$ cat config.mk
export PLATFORM = sky130hd
export DESIGN_NAME = fp_issue_arbiter_flat
export DESIGN_NICKNAME = d
export VERILOG_FILES = /design/src/rtl/fp_issue_arbiter_if.sv /design/src/rtl/fp_issue_arbiter.sv /design/src/flat_wrapper.sv
export SDC_FILE = /design/constraint.sdc
export NUM_CORES = 1
export LEC_CHECK = 0
export ABC_AREA = 1
export ABC_CLOCK_PERIOD_IN_PS = 4300
export CAP_MARGIN = 10
export CORE_MARGIN = 4
export CORE_UTILIZATION = 31
export CTS_CLUSTER_DIAMETER = 100
export DETAILED_ROUTE_END_ITERATION = 8
export PLACE_DENSITY = 0.48
export SLEW_MARGIN = 20
export SYNTH_ARGS = -nofsm -noshare
export SYNTH_HDL_FRONTEND = slang
export SYNTH_SLANG_ARGS = --single-unit
$ cat constraint.sdc
create_clock -name clk -period 4.3 [get_ports clk]
set_input_delay 1.075 -clock clk [delete_from_list [all_inputs] [get_ports clk]]
set_output_delay 1.075 -clock clk [all_outputs]
set_load 0.05 [all_outputs]
$ cat src/rtl/fp_issue_arbiter_if.sv
// Issue/writeback bundle between thread select, the issue arbiter and writeback.
// The arbiter side uses the slave modport; the thread-select/writeback side uses master.
interface fp_issue_arbiter_if #(
  parameter int NUM_THREADS = 4
);
  localparam int TW = $clog2(NUM_THREADS);

  logic [NUM_THREADS-1:0] req;
  logic [NUM_THREADS-1:0] req_is_multi_cycle;
  logic                   rollback_en;
  logic [TW-1:0]          rollback_thread;
  logic [NUM_THREADS-1:0] grant;
  logic                   wb_valid;
  logic [TW-1:0]          wb_thread;
  logic                   wb_is_multi_cycle;
  logic [NUM_THREADS-1:0] mc_busy;

  modport slave (
    input  req, req_is_multi_cycle, rollback_en, rollback_thread,
    output grant, wb_valid, wb_thread, wb_is_multi_cycle, mc_busy
  );

  modport master (
    output req, req_is_multi_cycle, rollback_en, rollback_thread,
    input  grant, wb_valid, wb_thread, wb_is_multi_cycle, mc_busy
  );
endinterface

$ cat src/rtl/fp_issue_arbiter.sv
// Issue arbiter and writeback scheduler for the shared FP/int-multiply execute unit.
// Define FP_ISSUE_ROUND_ROBIN_EN for round-robin selection; otherwise fixed priority (lowest index).
module fp_issue_arbiter #(
  parameter int NUM_THREADS = 4,
  parameter int MC_LATENCY  = 5,
  parameter int SC_LATENCY  = 1
) (
  input  logic                  clk,
  input  logic                  reset_n,
  fp_issue_arbiter_if.slave     bus
);
  localparam int TW = $clog2(NUM_THREADS);

  logic [MC_LATENCY-1:0]         slot_valid_q, slot_valid_d;
  logic [MC_LATENCY-1:0]         slot_mc_q, slot_mc_d;
  logic [MC_LATENCY-1:0][TW-1:0] slot_thread_q, slot_thread_d;

  logic [NUM_THREADS-1:0] eligible;
  logic [NUM_THREADS-1:0] grant_sel;
  logic [NUM_THREADS-1:0] grant;
  logic [NUM_THREADS-1:0] mc_busy;
  logic [TW-1:0]          grant_idx;
  logic                   grant_any;
  logic                   grant_mc;

  // Slot k writes back k cycles from now; a single-cycle op lands in slot SC_LATENCY-1
  // after the shift, so it is blocked while slot SC_LATENCY is occupied today.
  for (genvar gi = 0; gi < NUM_THREADS; gi++) begin : g_thread
    logic [MC_LATENCY-1:0] hit;
    for (genvar gk = 0; gk < MC_LATENCY; gk++) begin : g_slot
      assign hit[gk] = slot_valid_q[gk] && slot_mc_q[gk] && (slot_thread_q[gk] == TW'(gi));
    end
    assign mc_busy[gi]  = |hit;
    assign eligible[gi] = bus.req[gi]
                       && !(bus.rollback_en && (bus.rollback_thread == TW'(gi)))
                       && (bus.req_is_multi_cycle[gi]
                           || (!slot_valid_q[SC_LATENCY] && !mc_busy[gi]));
  end

`ifdef FP_ISSUE_ROUND_ROBIN_EN
  logic [TW-1:0] last_grant_q, last_grant_d;
  logic [TW-1:0] rr_idx;
  logic          rr_found;

  always_comb begin
    grant_sel = '0;
    rr_idx    = '0;
    rr_found  = 1'b0;
    for (int i = 1; i <= NUM_THREADS; i++) begin
      rr_idx = last_grant_q + TW'(i);
      if (!rr_found && eligible[rr_idx]) begin
        grant_sel[rr_idx] = 1'b1;
        rr_found          = 1'b1;
      end
    end
  end

  assign last_grant_d = grant_any ? grant_idx : last_grant_q;

  always_ff @(posedge clk or negedge reset_n) begin
    if (!reset_n) begin
      last_grant_q <= '1;
    end else begin
      last_grant_q <= last_grant_d;
    end
  end
`else
  assign grant_sel = eligible & (~eligible + NUM_THREADS'(1));
`endif

  assign grant     = reset_n ? grant_sel : '0;
  assign grant_any = |grant;
  assign grant_mc  = |(grant & bus.req_is_multi_cycle);

  always_comb begin
    grant_idx = '0;
    for (int i = 0; i < NUM_THREADS; i++) begin
      if (grant[i]) grant_idx = TW'(i);
    end
  end

  always_comb begin
    slot_valid_d  = '0;
    slot_mc_d     = '0;
    slot_thread_d = '0;
    for (int k = 0; k < MC_LATENCY - 1; k++) begin
      slot_valid_d[k]  = slot_valid_q[k+1];
      slot_mc_d[k]     = slot_mc_q[k+1];
      slot_thread_d[k] = slot_thread_q[k+1];
    end
    if (grant_any) begin
      if (grant_mc) begin
        slot_valid_d[MC_LATENCY-1]  = 1'b1;
        slot_mc_d[MC_LATENCY-1]     = 1'b1;
        slot_thread_d[MC_LATENCY-1] = grant_idx;
      end else begin
        slot_valid_d[SC_LATENCY-1]  = 1'b1;
        slot_mc_d[SC_LATENCY-1]     = 1'b0;
        slot_thread_d[SC_LATENCY-1] = grant_idx;
      end
    end
    // The rolled-back thread is masked from grant, so clearing after insertion is safe.
    if (bus.rollback_en) begin
      for (int k = 0; k < MC_LATENCY; k++) begin
        if (slot_thread_d[k] == bus.rollback_thread) slot_valid_d[k] = 1'b0;
      end
    end
  end

  always_ff @(posedge clk or negedge reset_n) begin
    if (!reset_n) begin
      slot_valid_q  <= '0;
      slot_mc_q     <= '0;
      slot_thread_q <= '0;
    end else begin
      slot_valid_q  <= slot_valid_d;
      slot_mc_q     <= slot_mc_d;
      slot_thread_q <= slot_thread_d;
    end
  end

  assign bus.grant             = grant;
  assign bus.mc_busy           = mc_busy;
  assign bus.wb_valid          = slot_valid_q[0];
  assign bus.wb_thread         = slot_thread_q[0];
  assign bus.wb_is_multi_cycle = slot_mc_q[0];
endmodule

$ cat src/flat_wrapper.sv
// flat-port wrapper written by rule: the top's interface ports become plain ports
module fp_issue_arbiter_flat 
#(
  parameter int NUM_THREADS = 4,
  parameter int MC_LATENCY  = 5,
  parameter int SC_LATENCY  = 1
)
  (clk, reset_n, bus_req, bus_req_is_multi_cycle, bus_rollback_en, bus_rollback_thread, bus_grant, bus_wb_valid, bus_wb_thread, bus_wb_is_multi_cycle, bus_mc_busy);
  fp_issue_arbiter_if #(.NUM_THREADS(NUM_THREADS)) bus_i ();
  input  logic clk;
  input  logic reset_n;
  input wire logic [$bits(bus_i.req)-1:0] bus_req;
  input wire logic [$bits(bus_i.req_is_multi_cycle)-1:0] bus_req_is_multi_cycle;
  input wire logic [$bits(bus_i.rollback_en)-1:0] bus_rollback_en;
  input wire logic [$bits(bus_i.rollback_thread)-1:0] bus_rollback_thread;
  output wire logic [$bits(bus_i.grant)-1:0] bus_grant;
  output wire logic [$bits(bus_i.wb_valid)-1:0] bus_wb_valid;
  output wire logic [$bits(bus_i.wb_thread)-1:0] bus_wb_thread;
  output wire logic [$bits(bus_i.wb_is_multi_cycle)-1:0] bus_wb_is_multi_cycle;
  output wire logic [$bits(bus_i.mc_busy)-1:0] bus_mc_busy;
  assign bus_i.req = bus_req;
  assign bus_i.req_is_multi_cycle = bus_req_is_multi_cycle;
  assign bus_i.rollback_en = bus_rollback_en;
  assign bus_i.rollback_thread = bus_rollback_thread;
  assign bus_grant = bus_i.grant;
  assign bus_wb_valid = bus_i.wb_valid;
  assign bus_wb_thread = bus_i.wb_thread;
  assign bus_wb_is_multi_cycle = bus_i.wb_is_multi_cycle;
  assign bus_mc_busy = bus_i.mc_busy;
  fp_issue_arbiter #(.NUM_THREADS(NUM_THREADS), .MC_LATENCY(MC_LATENCY), .SC_LATENCY(SC_LATENCY)) u_core (.clk(clk), .reset_n(reset_n), .bus(bus_i));
endmodule
==> results_dict.tcl, run 1 <==
set metrics [dict create \
    insertion_delay_ns 0.26 \
    fin_crit_ns 3.84 \
    synthAdderAreaFrac_pct 0 \
    place_congestion 0.827 \
    hold_violations 0 \
    postCtsHoldBufs 0 \
    netlist_area_um2 1290 \
    fin_hold_ws_ns 0.398 \
    synth_xor_area_share_pct 0 \
    seqPwrFrac_pct 38.5 \
    ir_drop_v 0.000166 \
    cts_setup_buffers 0 \
    rows 23 \
    cts-root-buf "clkbuf_8" \
    total_power_mw 0.572 \
    synthMuxAreaShare_pct 0 \
    hpwl_mm 2.86 \
    p_int_mw 0.389 \
    tns_ns 0 \
    ff2ff_setup_slack_ns 2.16 \
    synth_top_area_cell "dfrtp_1" \
    cts_tree "done" \
    ioPinCount 25 \
    grt_use_total_pct 13.9 \
    max_freq_mhz 261 \
    worst-path-max-fanout 6 \
    cts_buffer_depth 2 \
    hold_start "u_core.slot_mc_q[3]$_DFF_PN0_" \
    path_clk_slew_ns 0.08 \
    grt_max_degree 17 \
    synth_compound_area_share_pct 7.68 \
    p_sw_mw 0.183 \
    hold_path.class "reg2reg" \
    coreArea_um2 4000 \
    report.final.slew_viol_count 0 \
    synth_top_area_share_pct 38.9 \
    htree_levels 1 \
    fin_crit_sh_pct 89.2 \
    routed_wl_mm 3.37 \
    drive_gt1_share_pct 19.4 \
    syn-num-nets 196 \
    place_inst 257 \
    grt_pass1_vias 1234 \
    drc 0 \
    cts_buffers 3 \
    first_pass_iters 4 \
    cp-end-kind "output port" \
    power_frac_clock_pct 33.4 \
    fin_skew_ns 0.00306 \
    required_ns 3.22 \
    criticalPathCategory "in2out" \
    start_util_pct 32.2 \
    syn-instance-count 183 \
    io_buffer_count 24 \
    overflow 0 \
    critical_path_arrival_ns 2.76 \
    startpoint "bus_rollback_thread[1]" \
    synth_seq_cells 20 \
    area_growth_pct 32.2 \
    synthDistinctLibCells 19 \
    status "finished, final reports clean" \
    detail_route.wl_per_cell_um 12.9 \
    vias 1210 \
    yosys_warnings 0 \
    routed_via_density 4.64 \
    die_height_um 72.4 \
    die_x_um 72.4 \
    die_area_um2 5240 \
    setup-violations-final 0 \
    cts_resized 0 \
    synth_top_family_by_area "simple AND/OR/NAND/NOR gates" \
    synth_seq_area_share_pct 38.9 \
    final_cells 261 \
    tightest_slew_ns 0.508 \
    start_kind "primary input" \
    p_leak_nw 0.895 \
    rsz0062_at_grt "no" \
    drt_iter0_markers 39 \
    pwr_density_cell_nw_per_um2 337 \
    antennaDiodeCount 0 \
    synth-simple-area-share_pct 42.3 \
    numClockSinks 20 \
    synth_area_leaders "dfrtp_1 39%, nand2_1 13%, inv_1 8.5%" \
    grt_pass1_wl_mm 5.62 \
    power_frac_comb_pct 28.0 \
    maxSlewHeadroom_pct 66.1 \
    switching_share_pct 32.1 \
    final_nets 225 \
    drtAntennaViolNets 0 \
    avgSynthCellArea_um2 7.03 \
    cap_viol_max_count 0 \
    reg2reg_from "u_core.slot_thread_q[2]$_DFF_PN0_" \
    grt_antenna_before_repair 0 \
]
metrics by stage:
step           util [%]  area (um^2)  setup slack, ns
6_report           42.5         1700            0.464
5_1_grt            42.5         1700            0.335
2_1_floorplan         -         1290             1.18
4_1_cts            42.5         1700            0.489
3_5_place_dp       40.7         1630            0.489
3_3_place_gp       40.7         1630            0.529
area by class of cell:
type	instances	area, um^2
multi-input cells	127	643
clock buffers	3	41.3
clock inverters	1	30.0
fillers	420	2300
well taps	50	62.6
flip-flops and latches	20	500
inverters	34	128
repair buffers	26	295
synthesized netlist by cell type (all sizes together):
| library cell | n |
|---|---|
| dfrtp | 20 |
| o21ai | 8 |
| nor3 | 5 |
| inv | 34 |
| a21oi | 4 |
| o31a | 3 |
| buf | 2 |
| nand4 | 2 |
| nand3 | 15 |
| nand2 | 57 |
| o22ai | 2 |
| nor2 | 31 |
power by group through the flow:
| stage | registers [mW] | clock network, mW | logic, mW |
|---|---|---|---|
| after global placement | 0.224 | 0 | 0.163 |
| after CTS | 0.221 | 0.195 | 0.162 |
| after detailed placement | 0.225 | 0 | 0.162 |
| after global routing | 0.223 | 0.206 | 0.176 |
| final | 0.221 | 0.191 | 0.161 |
| after floorplan | 0.231 | 0 | 0.0949 |
worst paths after layout:
path | end | cells past startpoint
min in group asynchronous | u_core.bus.wb_thread[0]$_DFF_PN0_ | 2
worst min-delay path | u_core.slot_mc_q[2]$_DFF_PN0_ | 0
max in group asynchronous | u_core.slot_valid_q[1]$_DFF_PN0_ | 2
worst max-delay path | bus_grant[2] | 9
worst max register to register | u_core.slot_valid_q[0]$_DFF_PN0_ | 18
worst min register to register | u_core.slot_mc_q[2]$_DFF_PN0_ | 0
critical path: stages:
cell,delay (ns)
clkdlybuf4s50_1,0.54
inv_2,0.17
nand2_1,0.09
o21ai_1,0.18
inv_1,0.08
a21oi_1,0.24
nand2_1,0.12
inv_1,0.12
buf_12,0.14
routing by layer:
| metal | vias to the layer above | wire length, um | global-route usage, % |
|---|---|---|---|
| li1 | 624 | - | - |
| met1 | 562 | 1640 | 19.4 |
| met2 | 22 | 1610 | 23.0 |
| met3 | 2 | 105 | 2.08 |
| met4 | 0 | 10 | 2.46 |
| met5 | - | 0 | 0 |
registers in the layout, indices dropped and copies added (netlist names):
register	flops
u_core.slot_mc_q	5
u_core.slot_valid_q	5
u_core.slot_thread_q	2
u_core.bus.wb_thread	2
u_core.slot_thread_d	6
logic make-up after synthesis:
logic type             Yosys count
AND/OR/NAND/NOR                110
buffers and inverters           36
AO/OA/AOI/OAI                   17
flip-flops                      20
cells in the final DEF, fill, tap and decap left out:
| cell type | instances |
|---|---|
| dfrtp_1 | 20 |
| clkdlybuf4s50_1 | 20 |
| nand2_4 | 2 |
| nand2_2 | 12 |
| nor2_8 | 1 |
| clkbuf_8 | 3 |
| nand2_1 | 43 |
| nand4_1 | 2 |
| inv_1 | 29 |
| buf_4 | 2 |
| nor2_1 | 24 |
| nand3_2 | 5 |
| o21ai_1 | 3 |
| o22ai_1 | 2 |
| buf_12 | 4 |
| nand3_1 | 10 |
| nor3_1 | 5 |
| a21oi_1 | 4 |
| inv_2 | 5 |
| bufinv_16 | 1 |
| nor2_2 | 6 |
| o31a_1 | 3 |
| o21ai_0 | 5 |
(Power assumes the default switching activity.)
==> inputs of run 2 (changes only) <==
Settings changed: ABC_CLOCK_PERIOD_IN_PS 4300 to 5000, HOLD_SLACK_MARGIN set to 0.03.
Clock period 4.3 ns to 5 ns, I/O delays scaled along.
==> run 2 against run 1 <==
  * Count of clock-buffer cells in the layout is the same
  * Clock power shrank 16%
  * Combinational power shrank 16%
  * Utilization shrank 0.63 points
  * Final cell count is the same
  * Setup slack gained 0.32 ns
  * Die area is the same
  * Sequential cell count is the same
  * Clock skew grew 0.0032 ns
  * Wire length shrank 1.6%
  * First-iteration DRC count grew 26%
==> results_dict.tcl, run 2 (same netlist as run 1, synthesis figures left out) <==
set metrics [dict create \
    hold_start "u_core.slot_mc_q[3]$_DFF_PN0_" \
    finalWorstSetupSlack_ns 0.787 \
    p_sw_mw 0.154 \
    ir_drop_v 0.000157 \
    cts-root-buf "clkbuf_8" \
    cts_tree "done" \
    r2r_end "u_core.slot_valid_q[0]$_DFF_PN0_" \
    pwr_density_cell_nw_per_um2 290 \
    rsz0062_at_grt "no" \
    place_congestion 0.817 \
    seqPwrFrac_pct 39.1 \
    grt_pass1_vias 1216 \
    die_area_um2 5240 \
    power_frac_clock_pct 33.1 \
    tns_ns 0 \
    detail_route.wl_per_cell_um 12.7 \
    met1Wirelength_mm 1.63 \
    final_nets 225 \
    io_buffer_count 24 \
    mostFrequentLayoutCell "nand2_1" \
    grt_antenna_before_repair 0 \
    drt_iter0_markers 49 \
    hpwl_mm 2.76 \
    reg2reg_from "u_core.slot_thread_q[2]$_DFF_PN0_" \
    cts_setup_buffers 0 \
    cp-end-kind "output port" \
    hold_violations 0 \
    first_pass_iters 4 \
    path_clk_slew_ns 0.08 \
    overflow 0 \
    start_kind "primary input" \
    min_path_cells 0 \
    grt_max_degree 17 \
    grt_pass1_wl_mm 5.58 \
    fin_crit_ns 4.21 \
    start_util_pct 32.2 \
    drc 0 \
    max_freq_mhz 237 \
    max_stage_delay_ns 0.53 \
    rows 23 \
    fin_skew_ns 0.00621 \
    required_ns 3.75 \
    met3_length_um 121 \
    antennaDiodeCount 0 \
    most-common-layout-cells "43 x nand2_1, 29 x inv_1, 24 x nor2_1, 20 x clkdlybuf4s50_1, 20 x dfrtp_1" \
    grt_use_total_pct 13.7 \
    maxSlewHeadroom_pct 65.5 \
    crit_chain "clkdlybuf4s50_1, inv_2, nand2_1, o21ai_1, inv_1, a21oi_1, nand2_1, inv_1, buf_12" \
    wl_met2_mm 1.54 \
    cap_viol_max_count 0 \
    r2r_cells 20 \
    fin_crit_sh_pct 84.3 \
    insertion_delay_ns 0.26 \
    critical_path_arrival_ns 2.96 \
    routed_wl_mm 3.31 \
    slowest_stage "clkdlybuf4s50_1" \
    top_layer_used "met4" \
    status "finished, final reports clean" \
    ioPinCount 25 \
    cts_buffers 3 \
    switching_share_pct 31.6 \
    tightest_slew_ns 0.516 \
    hold_path_end "u_core.slot_mc_q[2]$_DFF_PN0_" \
    criticalPathCategory "in2out" \
    worst-path-max-fanout 6 \
    postCtsHoldBufs 0 \
    report.final.slew_viol_count 0 \
    htree_levels 1 \
    drive_gt1_share_pct 19.4 \
    area_growth_pct 30.3 \
    coreArea_um2 4000 \
    die_height_um 72.4 \
    cts_buffer_depth 2 \
    drtAntennaViolNets 0 \
    ff2ff_setup_slack_ns 2.83 \
    dp_slack_ns 0.785 \
    p_int_mw 0.332 \
    numClockSinks 20 \
    power_frac_comb_pct 27.8 \
    hold_path.class "reg2reg" \
    largest_reg_flops 6 \
    die_x_um 72.4 \
    setup-violations-final 0 \
    p_leak_nw 0.888 \
    routed_via_density 4.59 \
    cts_resized 0 \
    vias 1198 \
    final.fill_count 403 \
]
==> run 2: worst max-delay path by stage <==
| stage | start | to | cells after the start |
|---|---|---|---|
| after floorplan | bus_rollback_thread[1] | bus_grant[2] | 7 |
| after global placement | bus_rollback_thread[1] | bus_grant[2] | 9 |
| after CTS | bus_rollback_thread[1] | bus_grant[2] | 9 |
| after global routing | bus_rollback_thread[1] | bus_grant[2] | 9 |
| after detailed placement | bus_rollback_thread[1] | bus_grant[2] | 9 |
| final | bus_rollback_thread[1] | bus_grant[2] | 9 |
==> run 2: power groups by stage <==
stage | Combinational (mW) | Sequential, mW | Clock [mW]
final | 0.135 | 0.190 | 0.161
after global routing | 0.147 | 0.192 | 0.174
after CTS | 0.136 | 0.190 | 0.166
after detailed placement | 0.136 | 0.193 | 0
after global placement | 0.136 | 0.193 | 0
after floorplan | 0.0816 | 0.199 | 0
==> run 2: final cells by class <==
| class | instances | area [um^2] | share of cell area [%] |
|---|---|---|---|
| inverters | 34 | 128 | 7.62 |
| well taps | 50 | 62.6 | 3.73 |
| repair buffers | 26 | 270 | 16.1 |
| flip-flops and latches | 20 | 500 | 29.9 |
| clock inverters | 1 | 30.0 | 1.79 |
| clock buffers | 3 | 41.3 | 2.46 |
| multi-input cells | 127 | 643 | 38.4 |
==> run 2: critical path, delay by kind of cell <==
family	cells	cell delay, ns
compound gates	2	0.45
buf+inv	5	1.05
simple gates	2	0.22
==> run 2: metal layers <==
layer | vias to the layer above | track usage (%)
li1 | 623 | -
met1 | 553 | 19.0
met2 | 20 | 22.5
met3 | 2 | 2.91
met4 | 0 | 1.84
met5 | - | 0
==> run 2: stage by stage <==
step	instance area [um^2]	instances	utilization [%]	hold slack, ns	power (mW)
floorplan	1290	183	-	0.354	0.281
global placement	1600	257	40.1	0.377	0.329
detailed placement	1600	257	40.1	0.368	0.329
CTS	1680	261	41.9	0.386	0.492
global route	1680	261	41.9	0.410	0.513
finish	1680	261	41.9	0.383	0.485
==> inputs of run 3 (changes only) <==
Settings changed: ABC_CLOCK_PERIOD_IN_PS 5000 to 4200.
Clock period 5 ns to 4.2 ns, I/O delays scaled along.
==> run 3 against run 2 <==
  * Final cell count stayed put
  * Sequential cell count unchanged
  * Sequential power increased by 19%
  * Critical path type unchanged
  * Highest routed layer unchanged
==> results_dict.tcl, run 3 (same netlist as run 1, synthesis figures left out) <==
set metrics [dict create \
    status "finished, final reports clean" \
    drive_gt1_share_pct 19.4 \
    hold_path.class "reg2reg" \
    rsz0062_at_grt "no" \
    cts_buffers 3 \
    htree_levels 1 \
    tns_ns 0 \
    drc 0 \
    most-common-layout-cells "43 x nand2_1, 29 x inv_1, 24 x nor2_1, 20 x clkdlybuf4s50_1, 20 x dfrtp_1" \
    grt_max_degree 17 \
    start_util_pct 32.2 \
    io_buffer_count 24 \
    rows 23 \
    grt_pass1_vias 1239 \
    insertion_delay_ns 0.26 \
    postCtsHoldBufs 0 \
    cts_tree "done" \
    switching_share_pct 32.2 \
    largest_reg_flops 6 \
    cts_resized 0 \
    power_frac_clock_pct 33.4 \
    hold_violations 0 \
    cts_setup_buffers 0 \
    fin_crit_ns 3.76 \
    grt_pass1_wl_mm 5.74 \
    tightest_slew_ns 0.512 \
    finalWorstSetupSlack_ns 0.435 \
    dp_slack_ns 0.456 \
    antennaDiodeCount 0 \
    drt_iter0_markers 47 \
    criticalPathCategory "in2out" \
    coreArea_um2 4000 \
    vias 1219 \
    grt_use_total_pct 14.0 \
    die_x_um 72.4 \
    maxSlewHeadroom_pct 65.8 \
    die_height_um 72.4 \
    mostFrequentLayoutCell "nand2_1" \
    seqPwrFrac_pct 38.5 \
    p_int_mw 0.398 \
    hpwl_mm 2.89 \
    start_kind "primary input" \
    ioPinCount 25 \
    power_frac_comb_pct 28.1 \
    cts_buffer_depth 2 \
    routed_wl_mm 3.47 \
    routed_via_density 4.67 \
    path_clk_slew_ns 0.08 \
    worst-path-max-fanout 6 \
    detail_route.wl_per_cell_um 13.3 \
    setup-violations-final 0 \
    cap_viol_max_count 0 \
    max_stage_delay_ns 0.52 \
    critical_path_arrival_ns 2.71 \
    fin_skew_ns 0.00325 \
    slowest_stage "clkdlybuf4s50_1" \
    final.fill_count 399 \
    overflow 0 \
    cp-end-kind "output port" \
    drtAntennaViolNets 0 \
    crit_chain "clkdlybuf4s50_1, inv_2, nand2_1, o21ai_1, inv_1, a21oi_1, nand2_1, inv_1, buf_12" \
    pwr_density_cell_nw_per_um2 346 \
    numClockSinks 20 \
    ir_drop_v 0.000164 \
    final_nets 225 \
    report.final.slew_viol_count 0 \
    p_sw_mw 0.189 \
    grt_antenna_before_repair 0 \
    fin_crit_sh_pct 89.6 \
    seq_area_um2 500 \
    first_pass_iters 4 \
    place_congestion 0.827 \
    die_area_um2 5240 \
    area_growth_pct 32.2 \
    max_freq_mhz 266 \
    p_leak_nw 0.895 \
    cts-root-buf "clkbuf_8" \
    required_ns 3.15 \
    multi_input_area_um2 643 \
]
## run 3: final timing paths
check | cells after the start | startpoint | slack (ns) | endpoint
max | 9 | bus_rollback_thread[1] | 0.44 | bus_grant[2]
min | 0 | u_core.slot_mc_q[3]$_DFF_PN0_ | 0.39 | u_core.slot_mc_q[2]$_DFF_PN0_
max reg2reg | 20 | u_core.slot_thread_q[2]$_DFF_PN0_ | 2.06 | u_core.slot_valid_q[0]$_DFF_PN0_
min reg2reg | 0 | u_core.slot_mc_q[3]$_DFF_PN0_ | 0.39 | u_core.slot_mc_q[2]$_DFF_PN0_
max in group asynchronous | 2 | reset_n | 2.71 | u_core.slot_thread_d[7]$_DFF_PN0_
min in group asynchronous | 2 | reset_n | 1.25 | u_core.slot_valid_q[0]$_DFF_PN0_
## run 3: power groups by stage
stage          Clock [mW]  Sequential (mW)  Combinational [mW]
3_3_place_gp            0            0.230               0.167
3_5_place_dp            0            0.230               0.166
2_1_floorplan           0            0.237              0.0971
4_1_cts             0.200            0.226               0.167
6_report            0.196            0.226               0.165
5_1_grt             0.209            0.229               0.180
## run 3: through the flow
| stage | hold slack (ns) | util, % | instances | cell area, um^2 | total power, mW |
|---|---|---|---|---|---|
| after floorplan | 0.354 | - | 183 | 1290 | 0.334 |
| after global placement | 0.376 | 40.7 | 257 | 1630 | 0.396 |
| after detailed placement | 0.372 | 40.7 | 257 | 1630 | 0.396 |
| after CTS | 0.390 | 42.5 | 261 | 1700 | 0.593 |
| after global routing | 0.420 | 42.5 | 261 | 1700 | 0.618 |
| final | 0.386 | 42.5 | 261 | 1700 | 0.588 |
## run 3: worst max-delay path, delay by kind of cell
| family | cells | cell delay, ns |
|---|---|---|
| compound gates | 2 | 0.43 |
| buf+inv | 5 | 1.02 |
| simple gates | 2 | 0.21 |
## run 3: layer usage
metal  GRT usage (%)  vias up  share of wire (%)
met1            19.6      567                 48
met5               0        -                  0
met3            2.08        6                3.3
met2            23.1       25                 48
met4            2.87        0               0.92
li1                -      621                  -
## run 3: final cells by class
cell class | instances | area share [%]
Multi-Input combinational cell | 127 | 37.8
Sequential cell | 20 | 29.4
Timing Repair Buffer | 26 | 17.4
Inverter | 34 | 7.51
Tap cell | 50 | 3.68
Clock buffer | 3 | 2.43
Clock inverter | 1 | 1.77
